$ cat src/rtl/counter_sweep_ctrl_pkg.sv
// Shared definitions for the counter sweep sequencer: FSM state encodings
// and counting direction constants.
package counter_sweep_ctrl_pkg;

    typedef enum logic [1:0] {
        IDLE = 2'd0,
        LOAD = 2'd1,
        RUN  = 2'd2,
        DONE = 2'd3
    } state_t;

    localparam logic UP   = 1'b1;
    localparam logic DOWN = 1'b0;

endpackage : counter_sweep_ctrl_pkg

$ cat src/rtl/counter_sweep_ctrl_loaded_counter.sv
// Loadable up/down counter with a programmable increment; arithmetic wraps
// modulo 2^WIDTH.
module loaded_counter
    import counter_sweep_ctrl_pkg::*;
#(
    parameter int unsigned WIDTH = 8
) (
    input  logic             clk,
    input  logic             rst_n,
    input  logic             load_enable,
    input  logic [WIDTH-1:0] load_value,
    input  logic             enable,
    input  logic             up,
    input  logic [WIDTH-1:0] step,
    output logic [WIDTH-1:0] count
);

    logic [WIDTH-1:0] count_q;

    always_ff @(posedge clk) begin
        if (!rst_n) begin
            count_q <= '0;
        end else if (load_enable) begin
            count_q <= load_value;
        end else if (enable) begin
            case (up)
                UP:   count_q <= count_q + step;
                DOWN: count_q <= count_q - step;
            endcase
        end
    end

    assign count = count_q;

endmodule : loaded_counter

$ cat src/rtl/counter_sweep_ctrl.sv
// Sweep sequencer: loads a start value into loaded_counter and streams the
// stepped values (single pass or out-and-back) over a valid/ready interface.
module counter_sweep_ctrl
    import counter_sweep_ctrl_pkg::*;
#(
    parameter int unsigned COUNTER_WIDTH = 8,
    parameter int unsigned STEPS_WIDTH   = 16
) (
    input  logic                     clk_i,
    input  logic                     s_rst_n_i,
    input  logic                     start_i,
    input  logic                     stop_i,
    input  logic [COUNTER_WIDTH-1:0] start_value_i,
    input  logic [COUNTER_WIDTH-1:0] step_i,
    input  logic [STEPS_WIDTH-1:0]   step_count_i,
    input  logic                     direction_i,
    input  logic                     bounce_i,
    input  logic                     ready_i,
    output logic [COUNTER_WIDTH-1:0] value_o,
    output logic                     valid_o,
    output logic                     busy_o,
    output logic                     done_o
);

    state_t                   state_q, state_d;
    logic [COUNTER_WIDTH-1:0] start_value_q;
    logic [COUNTER_WIDTH-1:0] step_q;
    logic [STEPS_WIDTH-1:0]   step_count_q;
    logic                     dir_q;
    logic                     bounce_q;
    logic [STEPS_WIDTH-1:0]   remaining_q, remaining_d;
    logic                     pass_q, pass_d;
    logic                     valid_q, busy_q, done_q;
    logic                     load_en_c, step_en_c, step_up_c;
    logic                     accept_c;

    assign accept_c = (state_q == IDLE) && start_i;

    // State, sweep progress and registered stream/status outputs
    always_ff @(posedge clk_i) begin
        if (!s_rst_n_i) begin
            state_q     <= IDLE;
            remaining_q <= '0;
            pass_q      <= 1'b0;
            valid_q     <= 1'b0;
            busy_q      <= 1'b0;
            done_q      <= 1'b0;
        end else begin
            state_q     <= state_d;
            remaining_q <= remaining_d;
            pass_q      <= pass_d;
            valid_q     <= (state_d == RUN);
            busy_q      <= (state_d != IDLE);
            done_q      <= (state_d == DONE);
        end
    end

    // Sweep configuration captured on an accepted start
    always_ff @(posedge clk_i) begin
        if (!s_rst_n_i) begin
            start_value_q <= '0;
            step_q        <= '0;
            step_count_q  <= '0;
            dir_q         <= UP;
            bounce_q      <= 1'b0;
        end else if (accept_c) begin
            start_value_q <= start_value_i;
            step_q        <= step_i;
            step_count_q  <= step_count_i;
            dir_q         <= direction_i;
            bounce_q      <= bounce_i;
        end
    end

    // Next-state and counter control
    always_comb begin
        state_d     = state_q;
        remaining_d = remaining_q;
        pass_d      = pass_q;
        load_en_c   = 1'b0;
        step_en_c   = 1'b0;
        step_up_c   = pass_q ? ~dir_q : dir_q;

        case (state_q)
            IDLE: begin
                if (start_i) begin
                    state_d     = LOAD;
                    remaining_d = step_count_i;
                    pass_d      = 1'b0;
                end
            end
            LOAD: begin
                load_en_c = 1'b1;
                state_d   = RUN;
            end
            RUN: begin
                if (ready_i) begin
                    if (remaining_q != '0) begin
                        step_en_c   = 1'b1;
                        remaining_d = remaining_q - STEPS_WIDTH'(1);
                    end else if (bounce_q && !pass_q && (step_count_q != '0)) begin
                        // Turning beat already showed the peak, so the reverse step is taken now
                        pass_d      = 1'b1;
                        step_en_c   = 1'b1;
                        step_up_c   = ~dir_q;
                        remaining_d = step_count_q - STEPS_WIDTH'(1);
                    end else begin
                        state_d = DONE;
                    end
                end
            end
            DONE: begin
                state_d = IDLE;
            end
            default: begin
                state_d = IDLE;
            end
        endcase

        if (stop_i && (state_q != IDLE)) begin
            state_d = IDLE;
        end
    end

    loaded_counter #(
        .WIDTH (COUNTER_WIDTH)
    ) u_counter (
        .clk         (clk_i),
        .rst_n       (s_rst_n_i),
        .load_enable (load_en_c),
        .load_value  (start_value_q),
        .enable      (step_en_c),
        .up          (step_up_c),
        .step        (step_q),
        .count       (value_o)
    );

    assign valid_o = valid_q;
    assign busy_o  = busy_q;
    assign done_o  = done_q;

endmodule : counter_sweep_ctrl

$ cat config.mk
export PLATFORM = sky130hd
export DESIGN_NAME = counter_sweep_ctrl
export DESIGN_NICKNAME = d
export VERILOG_FILES = /design/src/rtl/counter_sweep_ctrl_pkg.sv /design/src/rtl/counter_sweep_ctrl_loaded_counter.sv /design/src/rtl/counter_sweep_ctrl.sv
export SDC_FILE = /design/constraint.sdc
export NUM_CORES = 1
export LEC_CHECK = 0
export BUFFER_PORTS_ARGS = -buffer_cell sky130_fd_sc_hd__buf_4
export CAP_MARGIN = 40
export CORE_MARGIN = 2
export CORE_UTILIZATION = 60
export CTS_BUF_LIST = sky130_fd_sc_hd__clkbuf_4 sky130_fd_sc_hd__clkbuf_8 sky130_fd_sc_hd__clkbuf_16
export DETAILED_ROUTE_END_ITERATION = 12
export PLACE_DENSITY = 0.83
export REMOVE_ABC_BUFFERS = 1
export SLEW_MARGIN = 15
export SYNTH_ARGS = -nofsm -noshare
export SYNTH_HDL_FRONTEND = slang
export SYNTH_SLANG_ARGS = --single-unit
$ cat constraint.sdc
create_clock -name clk_i -period 6.8 [get_ports clk_i]
set_clock_uncertainty 0.05 [all_clocks]
set_input_delay 1.36 -clock clk_i [delete_from_list [all_inputs] [get_ports clk_i]]
set_output_delay 1.36 -clock clk_i [all_outputs]
set_load 0.01 [all_outputs]
Word level (Yosys, flattened, before mapping). Index checks and enable logic that the tools add are counted.

Flip-flop bits (word level): 64. Output and inout bits: 11. Word-level logic and storage cells: 71.

Add/subtract/negate cells: 4. Eq/ne operators: 10. Multiplexer cells: 29. Bitwise logic cells: 2. Reductions and logical operators: 14.

Operators with widths (count): $mux W16 (4); $pmux W16 S2 (1); $reduce_bool A16 Y1 (2); $sub A16 B1 Y16 const B (2); $mux W8 (2); $pmux W8 S2 (1); $mux W1 (14); $mux W2 (5); $add A8 B8 Y8 (1); $eq A2 B2 Y1 const B (4); $ne A2 B2 Y1 const B (4); $pmux W2 S4 (1); $reduce_bool A2 Y1 (4); $sub A8 B8 Y8 (1); $reduce_and A5 Y1 (1); $logic_and A1 B1 Y1 (4); $reduce_and A4 Y1 (1); $ne A3 B3 Y1 const B (1); $eq A2 B1 Y1 const B (1); $logic_not A2 Y1 (1); $not A1 Y1 (2); $pmux W1 S2 (1); $logic_not A1 Y1 (1).

Depth between registers and ports, before layout.
Depth in word-level cells: 11. Gate-level depth with buffers: 18. Depth with buffers taken out: 17.

By module. Synthesis repeated with hierarchy kept, for this count alone.

Cells, all modules: 469. Area, all modules: 3607.2 µm².

Modules (own cells, without submodules): counter_sweep_ctrl (instances 1, cells an instance 367, area an instance 2801.4 µm², seq. area each 1121.1 µm²); loaded_counter (instances 1, cells an instance 102, area an instance 805.8 µm², seq. area each 160.2 µm²).

Worst setup path after synthesis. OpenSTA, ideal clock, no wires.

Path kind: in2reg. Start: input ready_i. End: register u_counter.count_q[7] (netlist: u_counter.count[7]). Library setup time: 0.119 ns. Data arrival time: 3.747 ns. Data required time: 6.631 ns. Path slack: 2.883 ns. Cell stages on the path: 16. Path through: nand2_1 nor2_1 a32o_2 or2_1 buf_6 o31ai_2 xnor2_1 ha_1 or2_2 a21oi_1 a21oi_1 xor2_1 nor2b_1 mux2i_1 xor2_1 a21oi_1.

Word-level cells in the longest chain between the ends: 6. Elaborated cells on any way between the ends: 9. Those cells by class: 7 x mux; 1 x bitwise; 1 x reduce/logical.

Ends and longest elaborated chain: from (decl) (RTL line counter_sweep_ctrl.sv:18) `input logic ready_i,`; $mux W1 (RTL line counter_sweep_ctrl.sv:97) `if (ready_i) begin`; $mux W1 (RTL line counter_sweep_ctrl.sv:84) `case (state_q)`; $not A1 Y1 (RTL line counter_sweep_ctrl_loaded_counter.sv:26) `case (up)`; $pmux W8 S2 (RTL line counter_sweep_ctrl_loaded_counter.sv:26); $mux W8 (RTL line counter_sweep_ctrl_loaded_counter.sv:25) `end else if (enable) begin`; $mux W8 (RTL line counter_sweep_ctrl_loaded_counter.sv:23) `end else if (load_enable) begin`; to (signal assigned) (RTL line counter_sweep_ctrl_loaded_counter.sv:24) `count_q <= load_value;`; to (signal assigned) (RTL line counter_sweep_ctrl_loaded_counter.sv:27) `UP: count_q <= count_q + step;`; to (signal assigned) (RTL line counter_sweep_ctrl_loaded_counter.sv:28) `DOWN: count_q <= count_q - step;`; to (decl) (RTL line counter_sweep_ctrl_loaded_counter.sv:18) `logic [WIDTH-1:0] count_q;`.

Parallel ways exist; a longest one is shown, timed or not. The select of a mux whose other input is x is not followed. A chain may end at the register's enable or synchronous reset.

Worst setup path in the final report.
Start: register remaining_q[9]. End: register u_counter.count_q[7] (netlist: u_counter.count[7]).

Word-level cells in the longest chain between the ends: 8. Elaborated cells on any way between the ends: 12. Those cells by class: 9 x mux; 1 x bitwise; 2 x reduce/logical.

Ends and longest elaborated chain: from (decl) (RTL line counter_sweep_ctrl.sv:31) `logic [STEPS_WIDTH-1:0] remaining_q, remaining_d;`; from (signal assigned) (RTL line counter_sweep_ctrl.sv:50) `remaining_q <= remaining_d;`; $reduce_bool A16 Y1 (*) (RTL line counter_sweep_ctrl.sv:98) `if (remaining_q != '0) begin`; $mux W1 (RTL line counter_sweep_ctrl.sv:98); $mux W1 (RTL line counter_sweep_ctrl.sv:97); $mux W1 (RTL line counter_sweep_ctrl.sv:84); $not A1 Y1 (RTL line counter_sweep_ctrl_loaded_counter.sv:26); $pmux W8 S2 (RTL line counter_sweep_ctrl_loaded_counter.sv:26); $mux W8 (RTL line counter_sweep_ctrl_loaded_counter.sv:25); $mux W8 (RTL line counter_sweep_ctrl_loaded_counter.sv:23).

Mark *: on every way between the ends. The rest lies on a longest branch, timed or not. The select of a mux whose other input is x is not followed.

==> reports/metrics.csv <==
metric,value,unit
first_global_vias,3313,
cp-start-kind,flop,
tritoncts,built,
fmax,0.237,GHz
yosys_warnings,0,
post-route-period-util,0.621,
dieWidth,83.2,um
worst_slack,2.57,ns
worst_slew_pin_slew,0.555,ns
ys_seq_area_frac,0.341,
whs,0.413,ns
p_per_area,239,mW/mm^2
drive_gt1_frac,0.164,
synth.distinct_cells,51,
syn-instance-count,474,
status,completed,
hold_start,start_value_q[3]$_SDFFE_PN0P_,
rows,28,
final_common_cell,nand2_1,
antenna_left,0,
r2r_start,remaining_q[9]$_SDFFE_PN0P_,
grt_max_degree,63,
tns,0,ns
hold_violations,0,
clockBufferDepth,2,
drt_iter0_drc,191,
grt_use_total,0.259,
cp.required,6.99,ns
setup_viol,0,
drc,0,
reg2reg_to,u_counter.count[7]$_SDFFE_PN0P_,
grt_pass1_wl,14800,um
grt_overflow_total,0,
post-place-ws,2.46,ns
placed_cell_area,0.00413,sq mm
antenna_found_initial,0,
fin_area,0.00432,sq mm
r2r_slack,2.57,ns
p_leak,1.86,nW
clockRootBuffer,clkbuf_8,
p_total,1.03,mW
wl_per_cell,14.6,um
num-nets-final,568,
whs_endpoint,start_value_q[3]$_SDFFE_PN0P_,
most-common-layout-cells,"nand2_1 (114), dfxtp_1 (64), buf_4 (53)",
gp_congestion,0.905,
vias_per_cell,5.85,
cts_hold_buf,0,
ctsResizeCount,0,
syn_avg_cell_area,7.93,sq um
vias,3471,
syn-cell-area,0.00376,sq mm
min_period,4.23,ns
cts_max_level,3,
numCtsBuffers,9,
synth_ff_type,dfxtp_1,
dp_hpwl,5980,um
ioPinCount,50,
firstDrtPassIters,5,
synth_edf_count,0,
drv_slew,0,
ys_ff_latch,64,
cts_sinks,64,
ir_drop,0.159,mV
coreArea,0.00599,sq mm
dieArea,0.00692,sq mm
slew_headroom,0.629,
postCtsSetupBuffers,0,
worst-r2r-cell-count,16,
syn_to_final_growth,15.0,%
cp.arrival,4.42,ns
drt-total-wl,8680,um
path_max_fanout,10,
hold_path.class,reg2reg,
clkTransAtPathRegs,0.07,ns
die_h,83.2,um
rsz0062_at_grt,no,
hold_depth,2,
endpoint_kind,flop,
async_flop_share,0,
start_util,0.628,
critPathKind,reg2reg,
clock_latency,0.35,ns
port_buffers,49,
num_antenna_cells,0,
cap_violations,0,
worst max path at each step:
| stage | startpoint | to | slack, ns | cells past startpoint |
|---|---|---|---|---|
| floorplan | remaining_q[12]$_SDFFE_PN0P_ | u_counter.count[7]$_SDFFE_PN0P_ | 2.72 | 16 |
| global placement | remaining_q[12]$_SDFFE_PN0P_ | u_counter.count[7]$_SDFFE_PN0P_ | 2.39 | 16 |
| detailed placement | ready_i | u_counter.count[7]$_SDFFE_PN0P_ | 2.46 | 16 |
| finish | remaining_q[9]$_SDFFE_PN0P_ | u_counter.count[7]$_SDFFE_PN0P_ | 2.57 | 16 |
| global route | remaining_q[9]$_SDFFE_PN0P_ | u_counter.count[7]$_SDFFE_PN0P_ | 2.20 | 16 |
| CTS | remaining_q[9]$_SDFFE_PN0P_ | u_counter.count[7]$_SDFFE_PN0P_ | 2.59 | 16 |
synthesized netlist by cell type, types with 2 or more instances:
cell | number | area (sq um)
a211oi_1 | 2 | 15.0
a21boi_0 | 33 | 248
a21boi_1 | 7 | 52.6
a21o_1 | 3 | 22.5
a21oi_1 | 35 | 175
a311oi_1 | 2 | 17.5
a31oi_1 | 8 | 50.1
and2_1 | 7 | 43.8
buf_2 | 3 | 15.0
buf_6 | 5 | 56.3
clkbuf_1 | 18 | 67.6
dfxtp_1 | 64 | 1280
ha_1 | 14 | 175
inv_1 | 14 | 52.6
mux2i_1 | 10 | 100
nand2_1 | 114 | 428
nand2b_1 | 6 | 37.5
nand3_1 | 5 | 25.0
nand4_1 | 2 | 12.5
nor2_1 | 24 | 90.1
nor2b_1 | 3 | 18.8
nor3_1 | 5 | 25.0
nor4_1 | 2 | 12.5
o2111ai_1 | 2 | 17.5
o211a_1 | 9 | 90.1
o211ai_1 | 5 | 37.5
o21ai_0 | 15 | 75.1
o21ai_2 | 2 | 17.5
o221ai_1 | 4 | 35.0
o31ai_1 | 2 | 15.0
or2_1 | 2 | 12.5
or2_2 | 2 | 12.5
or3_1 | 7 | 43.8
or4_4 | 2 | 22.5
xnor2_1 | 12 | 105
xor2_1 | 9 | 78.8
sequential cells by signal (all words and copies together) (netlist names):
register / count
bounce_q: 1
busy_o: 1
dir_q: 1
done_o: 1
pass_q: 1
remaining_q: 16
start_value_q: 8
state_q: 2
step_count_q: 16
step_q: 8
u_counter.count: 8
valid_o: 1
layout make-up:
class	count	area [sq um]
timing repair buffer	55	418
sequential	64	1280
multi-input combinational	370	2290
clock inverter	4	45.0
tap	75	93.8
fill	490	1670
inverter	14	52.6
clock buffer	11	145
cell families after synthesis:
kind of cell	share of synthesized area
AND/OR/NAND/NOR	0.218
AO/OA/AOI/OAI	0.263
flip-flops	0.341
buffers and inverters	0.0509
XOR/XNOR	0.0489
adder cells (fa/ha/maj)	0.0519
multiplexers	0.0266
worst max-delay path: stages (launching register included):
cell      delay [ns]
dfxtp_1         0.36
or4_1           0.57
nor2_1          0.30
and2_1          0.44
a32o_2          0.27
or2_1           0.27
nand2b_1        0.11
xnor2_1         0.21
ha_1            0.29
a211oi_1        0.27
a21o_1          0.19
a21oi_1         0.08
xor2_1          0.15
nor2b_1         0.13
mux2i_1         0.18
xor2_1          0.16
a21oi_1         0.08
layer usage:
layer  vias to the layer above  GRT usage  part of all wire
li1                       1727          -                 -
met1                      1627      0.312              0.42
met2                       103      0.453              0.51
met3                        14     0.0437             0.057
met4                         0      0.110             0.017
met5                         -          0                 0
metrics by stage:
step,util,cells
4_1_cts,0.722,593
3_5_place_dp,0.690,578
2_1_floorplan,-,448
5_1_grt,0.722,593
6_report,0.722,593
3_3_place_gp,0.687,576
where the power goes:
part           switching [mW]  internal, mW
Combinational           0.154         0.115
Clock                   0.145         0.179
Sequential             0.0329         0.407
Total                   0.331         0.701
Power figures use the tool's default switching activity.
